### src/rtl/rom_ctrl.sv
// rom_ctrl: eight-entry constant lookup with one-hot address select.
// Each rising edge registers one read. Entry i holds 8'h11 * (i + 1).
// The read has a latency of one cycle.
// Optional feature macro: ROM_CTRL_ERR_EN adds the err output.
// The err output flags a read attempted with a non-one-hot address.
module rom_ctrl (
    input  logic       clk,
    input  logic       rst,
    input  logic       en,
    input  logic [7:0] addr,
    output logic [7:0] data,
    output logic       valid
`ifdef ROM_CTRL_ERR_EN
    ,
    output logic       err
`endif
);

    localparam int DATA_W = 8;
    localparam int DEPTH  = 8;

    // True when exactly one address bit is set.
    function automatic logic is_one_hot(input logic [DEPTH-1:0] a);
        logic [3:0] ones;
        ones = 4'd0;
        for (int i = 0; i < DEPTH; i++) begin
            ones = ones + {3'd0, a[i]};
        end
        return (ones == 4'd1);
    endfunction

    // Fixed ROM image. The address is assumed to be one-hot already.
    function automatic logic [DATA_W-1:0] rom_word(input logic [DEPTH-1:0] a);
        logic [DATA_W-1:0] w;
        w = '0;
        for (int i = 0; i < DEPTH; i++) begin
            if (a[i]) begin
                w = w | DATA_W'(8'h11 * (i + 1));
            end
        end
        return w;
    endfunction

    logic              addr_ok;
    logic [DATA_W-1:0] word_p0;
    logic              hit_p0;

    // Combinational decode of the current address into a ROM word and hit flag.
    always_comb begin
        addr_ok = is_one_hot(addr);
        hit_p0  = en && addr_ok;
        word_p0 = hit_p0 ? rom_word(addr) : '0;
    end

    // Output registers. Reset clears every output asynchronously.
    always_ff @(posedge clk or posedge rst) begin
        if (rst) begin
            data  <= '0;
            valid <= 1'b0;
        end else begin
            data  <= word_p0;
            valid <= hit_p0;
        end
    end

`ifdef ROM_CTRL_ERR_EN
    // Error flag: an enabled read that carries a non-one-hot address.
    always_ff @(posedge clk or posedge rst) begin
        if (rst) begin
            err <= 1'b0;
        end else begin
            err <= en && !addr_ok;
        end
    end
`endif

endmodule

### config.mk
export PLATFORM = sky130hd
export DESIGN_NAME = rom_ctrl
export DESIGN_NICKNAME = d
export VERILOG_FILES = /design/src/rtl/rom_ctrl.sv
export SDC_FILE = /design/constraint.sdc
export NUM_CORES = 1
export LEC_CHECK = 0
export BUFFER_PORTS_ARGS = -buffer_cell sky130_fd_sc_hd__buf_2
export CAP_MARGIN = 20
export CORE_AREA = 4 4 41 43
export DETAILED_ROUTE_END_ITERATION = 7
export DIE_AREA = 0 0 45 47
export GPL_ROUTABILITY_DRIVEN = 0
export PLACE_DENSITY = 0.55
export SYNTH_ARGS = -nofsm -noshare
export SYNTH_HDL_FRONTEND = slang
export SYNTH_SLANG_ARGS = --single-unit
### constraint.sdc
create_clock -name clk -period 1 [get_ports clk]
set_input_delay 0.15 -clock clk [delete_from_list [all_inputs] [get_ports clk]]
set_output_delay 0.15 -clock clk [all_outputs]
set_load 0.03 [all_outputs]
======== After elaboration in Yosys (flattened, before gate mapping) ========
Index checks and enable logic that the tools add are counted.
Widths: inputs -> output; s select.
storage, ports and cells
  bits in registers ....................... 9
  bits of input ports ..................... 11
  output and inout port bits .............. 9
  word-level logic and storage cells ...... 20
operators by class
  $add $sub $neg .......................... 7
  equal/unequal tests ..................... 1
  multiplexer cells ....................... 9
  reductions and logical operators ........ 1
operators by type and width
  kind                number
  $mux 7              4
  $add 4x1->4         4
  $mux 8              2
  $mux 6              2
  $mux 5              1
  $add 3x1->4         1
  $eq 4x1->1 const B  1
  $add 2x1->3         1
  $add 1x1->2         1
  $logic_and 1x1->1   1

======== Depth between registers and ports, before layout ========
Gate-level depths: netlist (run 1).
  word-level depth ........................ 10
  mapped depth ............................ 10
  gate-level depth less buffers ........... 10

======== Worst setup path before layout (run 1) ========
Ideal clock, no wire load.
  kind .................................... input -> register
  from .................................... input addr[0]
  to ...................................... register data[3]
  library setup time ...................... 0.094 ns
  arrival time ............................ 2.743 ns
  required time ........................... 0.906 ns
  setup slack ............................. -1.838 ns
  stages on the path ...................... 10
  path buffers ............................ 0
  cells stage by stage .................... inv_1 fa_1 fa_1 fa_1 inv_1 ha_1 inv_1 fa_1 a211o_1 a211oi_1
between the ends
  word-level cells in the longest chain between the ends .. 10
ends and longest elaborated chain
  what                       line  text
  start: declaration         10    input logic [7:0] addr,
  $add 1x1->2                27    ones = ones + {3'd0, a[i]};
  $add 2x1->3                27
  $add 3x1->4                27
  $add 4x1->4 (4 in series)  27
  $eq 4x1->1                 29    return (ones == 4'd1);
  $logic_and 1x1->1          51    hit_p0 = en && addr_ok;
  $mux 8                     52    word_p0 = hit_p0 ? rom_word(addr) : '0;
  named net word_p0[3]       45    logic [DATA_W-1:0] word_p0;
  end signal: assignment     61    data <= word_p0;
  end: declaration           11    output logic [7:0] data,
The timed path passes the listed nets, and every way through them passes these cells.

======== Worst setup path after layout (run 1) ========
  from .................................... input addr[3]
  to ...................................... register data[3]
between the ends
  word-level cells in the longest chain between the ends .. 8
ends and longest elaborated chain
  what                       line
  $add 3x1->4                27
  $add 4x1->4 (4 in series)  27
  $eq 4x1->1                 29
  $logic_and 1x1->1          51
  $mux 8                     52
  named net word_p0[3]       45
The timed path passes the listed nets, and every way through them passes these cells.

==> reports/qor.csv, run 1 <==
stage;metric;value;unit
global_routing;vias in the first global route;387;
power;Peak VDD IR;0.652;mV
power;Pwr Total;1.12;mW
detailed_routing;DRT iter0 DRCs;6;
hold_path;worst hold stages;3;
clocking;H-tree Lvls;1;
detailed_routing;residual DRC count;0;
layout;fin util;51.6;%
sta;Final Critical Period;2.72;ns
global_routing;gr ovfl total;0;
clocking;clock-pin slew on the worst setup and hold paths;0.05;ns
detailed_routing;via count;365;
die;standard-cell rows;13;
sta;Worst-Margin Slew;0.378;ns
layout;n_diodes;0;
sta;final worst setup slack;-1.72;ns
detailed_routing;routed wire length per instance;11.0;microns
place;post-DP HPWL;844;microns
sta;Achievable Freq;368;MHz
layout;FF+latch area;125;sq um
synth;leading area contributor after synthesis;dfrtp_1;
power;Static Leak;0.369;nW
global_routing;All-Layer GR Usage;10.8;%
sta;final setup fails;5;
clocking;Clk Tree Root Cell;clkbuf_4;
detailed_routing;Post-Route WL;927;microns
layout;fraction of layout cells with a size suffix above 1;62.3;%
clocking;CTS Sinks;5;
synth;count leader, synth;inv_1;
synth;synthesized cell area;403;sq um
sta;Max Slew Vio Count;0;
synth;Synth async-reset ratio;100;%
synth;leading cell types by count after synthesis;inv_1, dfrtp_1, a211oi_1, buf_4, fa_1;
setup_path;worst setup path class;primary input to flop;
status;failing checks;negative setup slack;
die;die area;2120;sq um
clocking;clk buf depth;2;
clocking;total CTS buffers;3;
synth;post-synthesis sequential area ratio;31.1;%
setup_path;Critical Path End Type;flop;
global_routing;first-pass GRT wire length;1.50;mm
status;status;finished, violations left;
layout;Fillers;145;
setup_path;Critical Path RT;1.15;ns
detailed_routing;Post-DRT Antenna Nets;0;
synth;Syn Inst Count;40;
setup_path;Worst Setup Start Kind;primary input;
synth;Syn Area/Cell;10.1;sq um
die;I/O pin count;20;
setup_path;crit-path max FO;5;
synth;ys flop type;dfrtp_1;
place;Place WS;-2.06;ns
synth;FF+latch count, synth;5;
global_routing;initial antenna violation count;0;
place;DP Area;576;sq um
sta;RSZ-0062 raised after global routing;true;
synth;post-synthesis cell type count;10;
synth;Mapped Nets;58;
clocking;TritonCTS clock tree;done;
sta;Tcrit/Tclk final;272;%
layout;nets;88;
die;Core Box Area;1300;sq um
die;Die X-Extent;45;microns
layout;final instance area;672;sq um
synth;Post-synth EDFFs;0;
hold_path;min-delay worst type;primary input to flop;
setup_path;Worst Path Arrival;2.87;ns
global_routing;pin count of the biggest net entering global routing;6;
power;pwr dens;1660;nW/um^2
die;initial core utilization;31.0;%
layout;Syn-to-layout area delta;66.8;%
sta;Final Hold Viols;0;
detailed_routing;via/cell ratio;4.35;
layout;area of the multi-input gates;240;sq um
synth;ranking of synthesized cells by area;dfrtp_1, fa_1, inv_1;
job;# Max-Cap Violations;0;
die;die height;47;microns
sta;relative slew slack;74.6;%
synth;Synth top area share;31.1;%
detailed_routing;drt pass-1 iters;3;
place;Port Buf Inserts;19;
synth;Synth Warn #;0;
placed cells by master (no fill, tap or decap):
master	netlist	routed
buf_2	0	16
inv_1	14	10
buf_4	4	8
dfrtp_1	5	5
a211oi_2	0	4
nor4_1	3	3
fa_1	4	3
clkbuf_4	0	3
buf_6	0	3
inv_2	0	2
ha_1	3	2
inv_4	0	1
inv_8	0	1
a211o_4	0	1
o2111ai_4	0	1
a21oi_1	1	1
fa_2	0	1
ha_2	0	1
clkbuf_1	0	1
dlygate4sd3_1	0	1
buf_8	0	1
layer usage:
metal  GRT usage (%)  part of all wire, %
met1            11.0                   39
met2            18.1                   50
met5               0                    0
met4            8.77                  1.2
met3            3.45                  9.4
power by group:
part           total (mW)  internal, mW  leakage, nW  switching (mW)
Clock               0.233         0.151       0.0150          0.0825
Combinational       0.635         0.269        0.285           0.366
Sequential          0.249         0.237       0.0686          0.0122
Total                1.12         0.657        0.369           0.461
stage by stage:
step / TNS [ns] / hold slack [ns] / std cells
after global routing: -9.10 / 0.260 / 84
after CTS: -8.81 / 0.221 / 84
after detailed placement: -10.07 / 0.0509 / 78
after global placement: -9.96 / 0.0460 / 78
after floorplan: -8.62 / -0.0715 / 40
final: -8.51 / 0.253 / 84
layout make-up:
type / count / share of cell area, %
clock buffers: 4 / 3.91
inverters: 14 / 9.31
multi-input cells: 17 / 35.8
flip-flops and latches: 5 / 18.6
well taps: 15 / 2.79
repair buffers: 29 / 29.6
critical path, cell delays in order:
cell and delay (ns):
buf_8 0.08, inv_4 0.03, fa_1 0.49, fa_1 0.55, fa_1 0.42, inv_1 0.07, ha_2 0.17, inv_2 0.04
fa_2 0.54, o2111ai_4 0.15, a211oi_2 0.19
flip-flops by register name (all words and copies together), names as in the netlist:
register	cells
data	4
valid	1
final timing paths:
kind | startpoint | slack (ns) | endpoint
min | en | 0.25 | data[4]$_DFF_PP0_
max | addr[3] | -1.72 | data[3]$_DFF_PP0_
min in group asynchronous | rst | 0.35 | valid$_DFF_PP0_
max in group asynchronous | rst | 0.49 | data[3]$_DFF_PP0_
cell families after synthesis:
family	synth area share, %
AOI/OAI and AO/OA	14.6
adders and majority gates	29.2
buffers and inverters	20.5
DFF	31.1
and+or+nand+nor	4.66
repair_timing:
item	CTS	global route
hold endpoints to repair	5	0
buffers inserted	1	0
setup endpoints to repair	5	5
hold buffers	1	0
gates resized for setup	10	3
pin swaps	7	4
Power figures use the tool's default switching activity.
==> inputs of run 2 (changes only) <==
Settings changed: ABC_AREA set to 1.
==> run 2 against run 1 <==
Against the previous run: the run still ends with negative setup slack left; non-clock buffer count unchanged; hold slack got worse by 0.0073 ns; sequential power about the same; sequential share of layout area increased by 1.7 points; synthesized cell count increased by 20%; first-iteration DRC count decreased by 83%; area after synthesis unchanged; via count decreased by 3.0%; final cell count increased by 9.5%; sequential cell count unchanged; critical endpoint unchanged.
==> reports/qor.csv, run 2 <==
stage;metric;value;unit;change
place;Inst Count DP;87;;was 78
layout;Top reg by flops;data;;unchanged
layout;Largest register FFs;4;;unchanged
place;post-DP HPWL;650;microns;was 844 microns
layout;n_diodes;0;;unchanged
clocking;H-tree Lvls;1;;unchanged
die;initial core utilization;31.0;%;unchanged
setup_path;crit-path max FO;5;;unchanged
detailed_routing;Post-DRT Antenna Nets;0;;unchanged
detailed_routing;residual DRC count;0;;unchanged
sta;RSZ-0062 raised after global routing;true;;unchanged
global_routing;most crowded layer after global routing;met2;;unchanged
layout;commonest non-fill, non-tap cell in the layout;buf_2;;unchanged
detailed_routing;drt pass-1 iters;2;;was 3
layout;commonest non-fill, non-tap cells in the layout;buf_2, inv_1, buf_4;;unchanged
sta;Final Hold Viols;0;;unchanged
synth;Syn Inst Count;48;;was 40
layout;final std cells w/o fill;92;;was 84
die;I/O pin count;20;;unchanged
clocking;TritonCTS clock tree;done;;unchanged
die;standard-cell rows;13;;unchanged
layout;fin util;47.3;%;was 51.6%
setup_path;Worst Path Arrival;2.78;ns;was 2.87 ns
synth;Syn Area/Cell;8.39;sq um;was 10.1 sq um
global_routing;initial antenna violation count;0;;unchanged
synth;post-synthesis simple-gate area fraction;18.3;%;was 4.66%
global_routing;All-Layer GR Usage;8.60;%;was 10.8%
clocking;total CTS buffers;3;;unchanged
synth;Post-synth EDFFs;0;;unchanged
sta;final setup fails;5;;unchanged
synth;mux contribution to synthesized area;0;%;unchanged
synth;Compound-Gate Fraction of Synth Area;0;%;was 14.6%
sta;Achievable Freq;384;MHz;was 368 MHz
power;Static Leak;0.386;nW;was 0.369 nW
power;pwr dens;1540;nW/um^2;was 1660 nW/um^2
global_routing;pin count of the biggest net entering global routing;6;;unchanged
global_routing;vias in the first global route;339;;was 387
layout;fraction of layout cells with a size suffix above 1;50.6;%;was 62.3%
sta;Max Slew Vio Count;0;;unchanged
synth;post-synthesis cell type count;11;;was 10
synth;synthesized cell area;403;sq um;unchanged
global_routing;GR Layer Usage met2;14.4;%;was 18.1%
synth;Synth Warn #;0;;unchanged
layout;Largest regs;data (4), valid (1);;unchanged
place;Port Buf Inserts;19;;unchanged
hold_path;min-delay worst type;primary input to flop;;unchanged
global_routing;first-pass GRT wire length;1.25;mm;was 1.50 mm
die;Core Box Area;1300;sq um;unchanged
status;failing checks;negative setup slack;;unchanged
power;Peak VDD IR;0.490;mV;was 0.652 mV
synth;post-synthesis sequential area ratio;31.1;%;unchanged
sta;relative slew slack;85.0;%;was 74.6%
synth;Mapped Nets;66;;was 58
layout;Fillers;143;;was 145
synth;ranking of synthesized cells by area;dfrtp_1, fa_1, inv_1;;unchanged
sta;final worst setup slack;-1.61;ns;was -1.72 ns
detailed_routing;via/cell ratio;3.85;;was 4.35
synth;xor/xnor cell area share of the yosys netlist;0;%;unchanged
layout;nets;96;;was 88
detailed_routing;via count;354;;was 365
layout;Syn-to-layout area delta;52.8;%;was 66.8%
global_routing;M1 GR Usage;8.37;%;was 11.0%
detailed_routing;Post-Route WL;699;microns;was 927 microns
die;die height;47;microns;unchanged
synth;leading area contributor after synthesis;dfrtp_1;;unchanged
clocking;clk buf depth;2;;unchanged
sta;Final Critical Period;2.61;ns;was 2.72 ns
setup_path;Worst Setup Start Kind;primary input;;unchanged
setup_path;worst setup path class;primary input to flop;;unchanged
status;status;finished, violations left;;unchanged
synth;ys flop type;dfrtp_1;;unchanged
die;die area;2120;sq um;unchanged
synth;leading cell types by count after synthesis;inv_1, nor2_1, dfrtp_1, nand2_1;;was inv_1, dfrtp_1, a211oi_1, buf_4, fa_1
sta;Worst-Margin Slew;0.223;ns;was 0.378 ns
synth;Synth Area in Adders;29.2;%;unchanged
clocking;CTS Sinks;5;;unchanged
setup_path;Critical Path RT;1.17;ns;was 1.15 ns
global_routing;met3 usage;1.15;%;was 3.45%
synth;Synth top area share;31.1;%;unchanged
clocking;Clk Tree Root Cell;clkbuf_4;;unchanged
synth;FF+latch count, synth;5;;unchanged
setup_path;Critical Path End Type;flop;;unchanged
job;# Max-Cap Violations;0;;unchanged
synth;count leader, synth;inv_1;;unchanged
die;Die X-Extent;45;microns;unchanged
global_routing;gr ovfl total;0;;unchanged
synth;Synth async-reset ratio;100;%;unchanged
clocking;clock-pin slew on the worst setup and hold paths;0.04;ns;was 0.05 ns
synth;largest family of logic cells by synthesized area;adder cells;;unchanged
sta;Tcrit/Tclk final;261;%;was 272%
detailed_routing;routed wire length per instance;7.60;microns;was 11.0 microns
detailed_routing;DRT iter0 DRCs;1;;was 6
==> run 2: changes by cell type in the layout (fill, tap and decap cells not counted), moves of 2 or more <==
cell      previous run  this run
a211oi_2             4         0
buf_2               16        18
buf_6                3         0
inv_1               10        12
nand2_1              0         5
nor2_1               0         4
nor2_2               0         3
nor3_1               0         3
nor4_1               3         0
==> run 2: final cells by class <==
type | count | area, sq um | share of cell area, %
Clock buffer | 4 | 26.3 | 4.27
Inverter | 15 | 63.8 | 10.4
Multi-Input combinational cell | 24 | 199 | 32.3
Sequential cell | 5 | 125 | 20.3
Tap cell | 15 | 18.8 | 3.05
Timing Repair Buffer | 29 | 183 | 29.7
==> run 2: kinds of logic (layout without fill, tap and decap cells) <==
logic type | Yosys count | after routing
flops | 5 | 5
simple gates | 17 | 17
fa+ha+maj | 7 | 7
buf+inv | 19 | 48
==> run 2: routing by layer <==
| layer | vias to the layer above | wire length, microns |
|---|---|---|
| met4 | 0 | 5 |
| li1 | 189 | - |
| met5 | - | 0 |
| met3 | 2 | 80 |
| met2 | 15 | 354 |
| met1 | 148 | 259 |
==> run 2: critical path, stage by stage <==
cell and delay, ns:
buf_8 0.09, inv_8 0.02, fa_1 0.54, fa_1 0.42, fa_1 0.43, inv_1 0.07, ha_2 0.18, inv_2 0.04
fa_1 0.47, nand3_1 0.08, nor2_2 0.10, nand2_2 0.10, nor2_2 0.11
==> run 2: worst paths after layout <==
path                       startpoint                 to  slack, ns  cells past startpoint
worst max-delay path          addr[0]  data[3]$_DFF_PP0_      -1.61                     13
worst min-delay path          addr[5]  data[5]$_DFF_PP0_       0.25                      4
max in group asynchronous         rst    valid$_DFF_PP0_       0.49                      3
min in group asynchronous         rst  data[5]$_DFF_PP0_       0.35                      3
==> run 2: what timing repair did <==
| item | CTS | global route |
|---|---|---|
| gates resized for setup | 3 | 2 |
| hold buffers | 1 | 0 |
| setup buffers | 0 | 0 |
| hold endpoints to repair | 5 | 0 |
| pin swaps | 2 | 1 |
| setup endpoints to repair | 5 | 5 |
==> run 2: where the power goes <==
group | total [mW] | internal (mW) | switching [mW] | leakage, nW
clock network | 0.227 | 0.150 | 0.0765 | 0.0150
logic | 0.471 | 0.182 | 0.290 | 0.303
registers | 0.247 | 0.237 | 0.0101 | 0.0686
total | 0.945 | 0.569 | 0.376 | 0.386
==> run 2: per-stage QoR <==
| stage | setup WS, ns | setup TNS, ns | power (mW) | instance area (sq um) | hold WS [ns] |
|---|---|---|---|---|---|
| 6_report | -1.61 | -7.96 | 0.945 | 616 | 0.245 |
| 5_1_grt | -1.74 | -8.62 | 1.05 | 616 | 0.259 |
| 4_1_cts | -1.61 | -7.96 | 0.969 | 611 | 0.245 |
| 3_5_place_dp | -1.92 | -9.53 | 0.718 | 564 | 0.0499 |
| 3_3_place_gp | -1.90 | -9.43 | 0.716 | 564 | 0.0461 |
| 2_1_floorplan | -1.66 | -8.28 | 0.604 | 413 | -0.0715 |
==> inputs of run 3 (changes only) <==
Settings changed: CTS_BUF_LIST set to sky130_fd_sc_hd__clkbuf_8, SETUP_SLACK_MARGIN set to 0.05.
Clock period 1 ns to 3.3 ns, I/O delays scaled along.
==> run 3 against run 2 <==
Against the previous run: the run now ends clean; highest routed layer unchanged; total power shrank 67%; die area unchanged; first-iteration DRC count grew to 3.0 times the previous value; critical path type unchanged; via count decreased by 13%; largest cell class unchanged; sequential power is 70% lower; critical path depth stayed put; largest power group unchanged; non-clock buffer count shrank 10.
==> reports/qor.csv, run 3 (same netlist as run 2, synthesis figures left out) <==
stage;metric;value;unit;change
sta;Max Slew Vio Count;0;;unchanged
power;Peak VDD IR;0.165;mV;was 0.490 mV
die;I/O pin count;20;;unchanged
sta;Fin Setup TNS;0;ns;was -7.96 ns
global_routing;initial antenna violation count;0;;unchanged
detailed_routing;residual DRC count;0;;unchanged
sta;final worst setup slack;0.277;ns;was -1.61 ns
clocking;total CTS buffers;3;;unchanged
clocking;clk buf depth;2;;unchanged
sta;relative slew slack;87.9;%;was 85.0%
clocking;clock-pin slew on the worst setup and hold paths;0.04;ns;about the same
power;Flop pwr share;24.2;%;was 26.1%
power;P_int;0.194;mW;was 0.569 mW
clocking;cts repair resizes;0;;was 3
layout;Largest regs;data (4), valid (1);;unchanged
power;Clock power frac;35.0;%;was 24.0%
layout;Fillers;150;;was 143
sta;Final Hold Viols;0;;unchanged
clocking;CTS Sinks;5;;unchanged
layout;fraction of layout cells with a size suffix above 1;35.8;%;was 50.6%
die;die area;2120;sq um;unchanged
sta;Tcrit/Tclk final;91.6;%;
layout;fin util;40.9;%;was 47.3%
place;post-DP HPWL;595;microns;was 650 microns
setup_path;Critical Path End Type;flop;;unchanged
die;Die X-Extent;45;microns;unchanged
layout;final std cells w/o fill;82;;was 92
power;pwr dens;584;nW/um^2;was 1540 nW/um^2
power;switch share;37.3;%;was 39.8%
setup_path;crit-path max FO;5;;unchanged
detailed_routing;Post-Route WL;661;microns;was 699 microns
sta;RSZ-0062 raised after global routing;false;;was true
clocking;cts hold-fix bufs;0;;was 1
place;Place WS;0.0541;ns;was -1.92 ns
global_routing;gr ovfl total;0;;unchanged
power;NetSw;0.116;mW;was 0.376 mW
clocking;Clk Tree Root Cell;clkbuf_8;;was clkbuf_4
die;die height;47;microns;unchanged
setup_path;crit path capture;data[5]$_DFF_PP0_;;was data[3]$_DFF_PP0_
sta;Fin Hold WS;0.162;ns;was 0.245 ns
layout;commonest non-fill, non-tap cells in the layout;buf_2, inv_1, nor2_1;;was buf_2, inv_1, buf_4
global_routing;All-Layer GR Usage;7.80;%;was 8.60%
detailed_routing;Post-DRT Antenna Nets;0;;unchanged
detailed_routing;DRT iter0 DRCs;3;;was 1
sta;Achievable Freq;331;MHz;
sta;Final Critical Period;3.02;ns;
layout;Syn-to-layout area delta;32.0;%;was 52.8%
setup_path;crit path from;addr[0];;unchanged
die;standard-cell rows;13;;unchanged
clocking;Post-CTS Setup Bufs;0;;unchanged
clocking;TritonCTS clock tree;done;;unchanged
status;status;completed;;was finished, violations left
sta;final setup fails;0;;was 5
setup_path;Critical Path RT;3.45;ns;was 1.17 ns
layout;n_diodes;0;;unchanged
global_routing;first-pass GRT wire length;1.08;mm;was 1.25 mm
layout;Top reg by flops;data;;unchanged
detailed_routing;drt pass-1 iters;2;;unchanged
power;Gate power share;40.9;%;was 49.9%
detailed_routing;via/cell ratio;3.77;;was 3.85
setup_path;worst setup path class;primary input to flop;;unchanged
sta;Worst-Margin Slew;0.181;ns;was 0.223 ns
layout;nets;86;;was 96
die;Core Box Area;1300;sq um;unchanged
job;# Max-Cap Violations;0;;unchanged
global_routing;vias in the first global route;282;;was 339
layout;Largest register FFs;4;;unchanged
place;Port Buf Inserts;19;;unchanged
hold_path;min-delay worst type;primary input to async pin;;was primary input to flop
setup_path;Worst Path Arrival;3.17;ns;was 2.78 ns
detailed_routing;via count;309;;was 354
place;Inst Count DP;78;;was 87
setup_path;Worst Setup Start Kind;primary input;;unchanged
die;initial core utilization;31.0;%;unchanged
power;Static Leak;0.352;nW;was 0.386 nW
global_routing;pin count of the biggest net entering global routing;6;;unchanged
detailed_routing;routed wire length per instance;8.06;microns;was 7.60 microns
clocking;H-tree Lvls;1;;unchanged
layout;commonest non-fill, non-tap cell in the layout;buf_2;;unchanged
run 3: stage by stage:
step | total power [mW] | instance area (sq um)
final | 0.310 | 532
after global routing | 0.337 | 532
after CTS | 0.316 | 532
after detailed placement | 0.204 | 487
after global placement | 0.204 | 487
after floorplan | 0.181 | 403
run 3: worst max-delay path, stage by stage:
cell     delay [ns]
buf_2          0.09
inv_1          0.05
fa_1           0.55
fa_1           0.43
fa_1           0.43
inv_1          0.06
ha_1           0.16
inv_1          0.06
fa_1           0.48
nand3_1        0.08
nor2_2         0.10
nand2_2        0.09
nor2_1         0.09
run 3: area by class of cell:
cell class                 count  area (sq um)  area share, %
multi-input combinational     24           191           36.0
sequential                     5           125           23.5
timing repair buffer          19          95.1           17.9
inverter                      15          56.3           10.6
clock buffer                   3          41.3           7.76
tap                           15          18.8           3.53
clock inverter                 1          3.75          0.706
run 3: power by group through the flow:
stage          Clock (mW)  Combinational (mW)  Sequential, mW
2_1_floorplan           0              0.0826          0.0984
3_3_place_gp            0               0.128          0.0755
3_5_place_dp            0               0.128          0.0760
4_1_cts             0.113               0.128          0.0752
5_1_grt             0.117               0.144          0.0760
6_report            0.109               0.127          0.0750
run 3: per-layer routing:
metal	wire length [microns]	vias up	track usage [%]	part of all wire (%)
li1	-	171	-	-
met2	284	14	11.3	43
met3	88	2	3.45	13
met5	0	-	0	0
met4	6	0	8.77	0.91
met1	281	122	7.91	43
run 3: worst min-delay path by stage:
stage	startpoint	endpoint	slack, ns	cells past startpoint
final	rst	valid$_DFF_PP0_	0.16	2
after global routing	rst	data[4]$_DFF_PP0_	0.18	2
after CTS	rst	valid$_DFF_PP0_	0.17	2
after detailed placement	rst	valid$_DFF_PP0_	0.40	2
after global placement	rst	valid$_DFF_PP0_	0.39	2
after floorplan	rst	data[3]$_DFF_PP0_	0.27	1
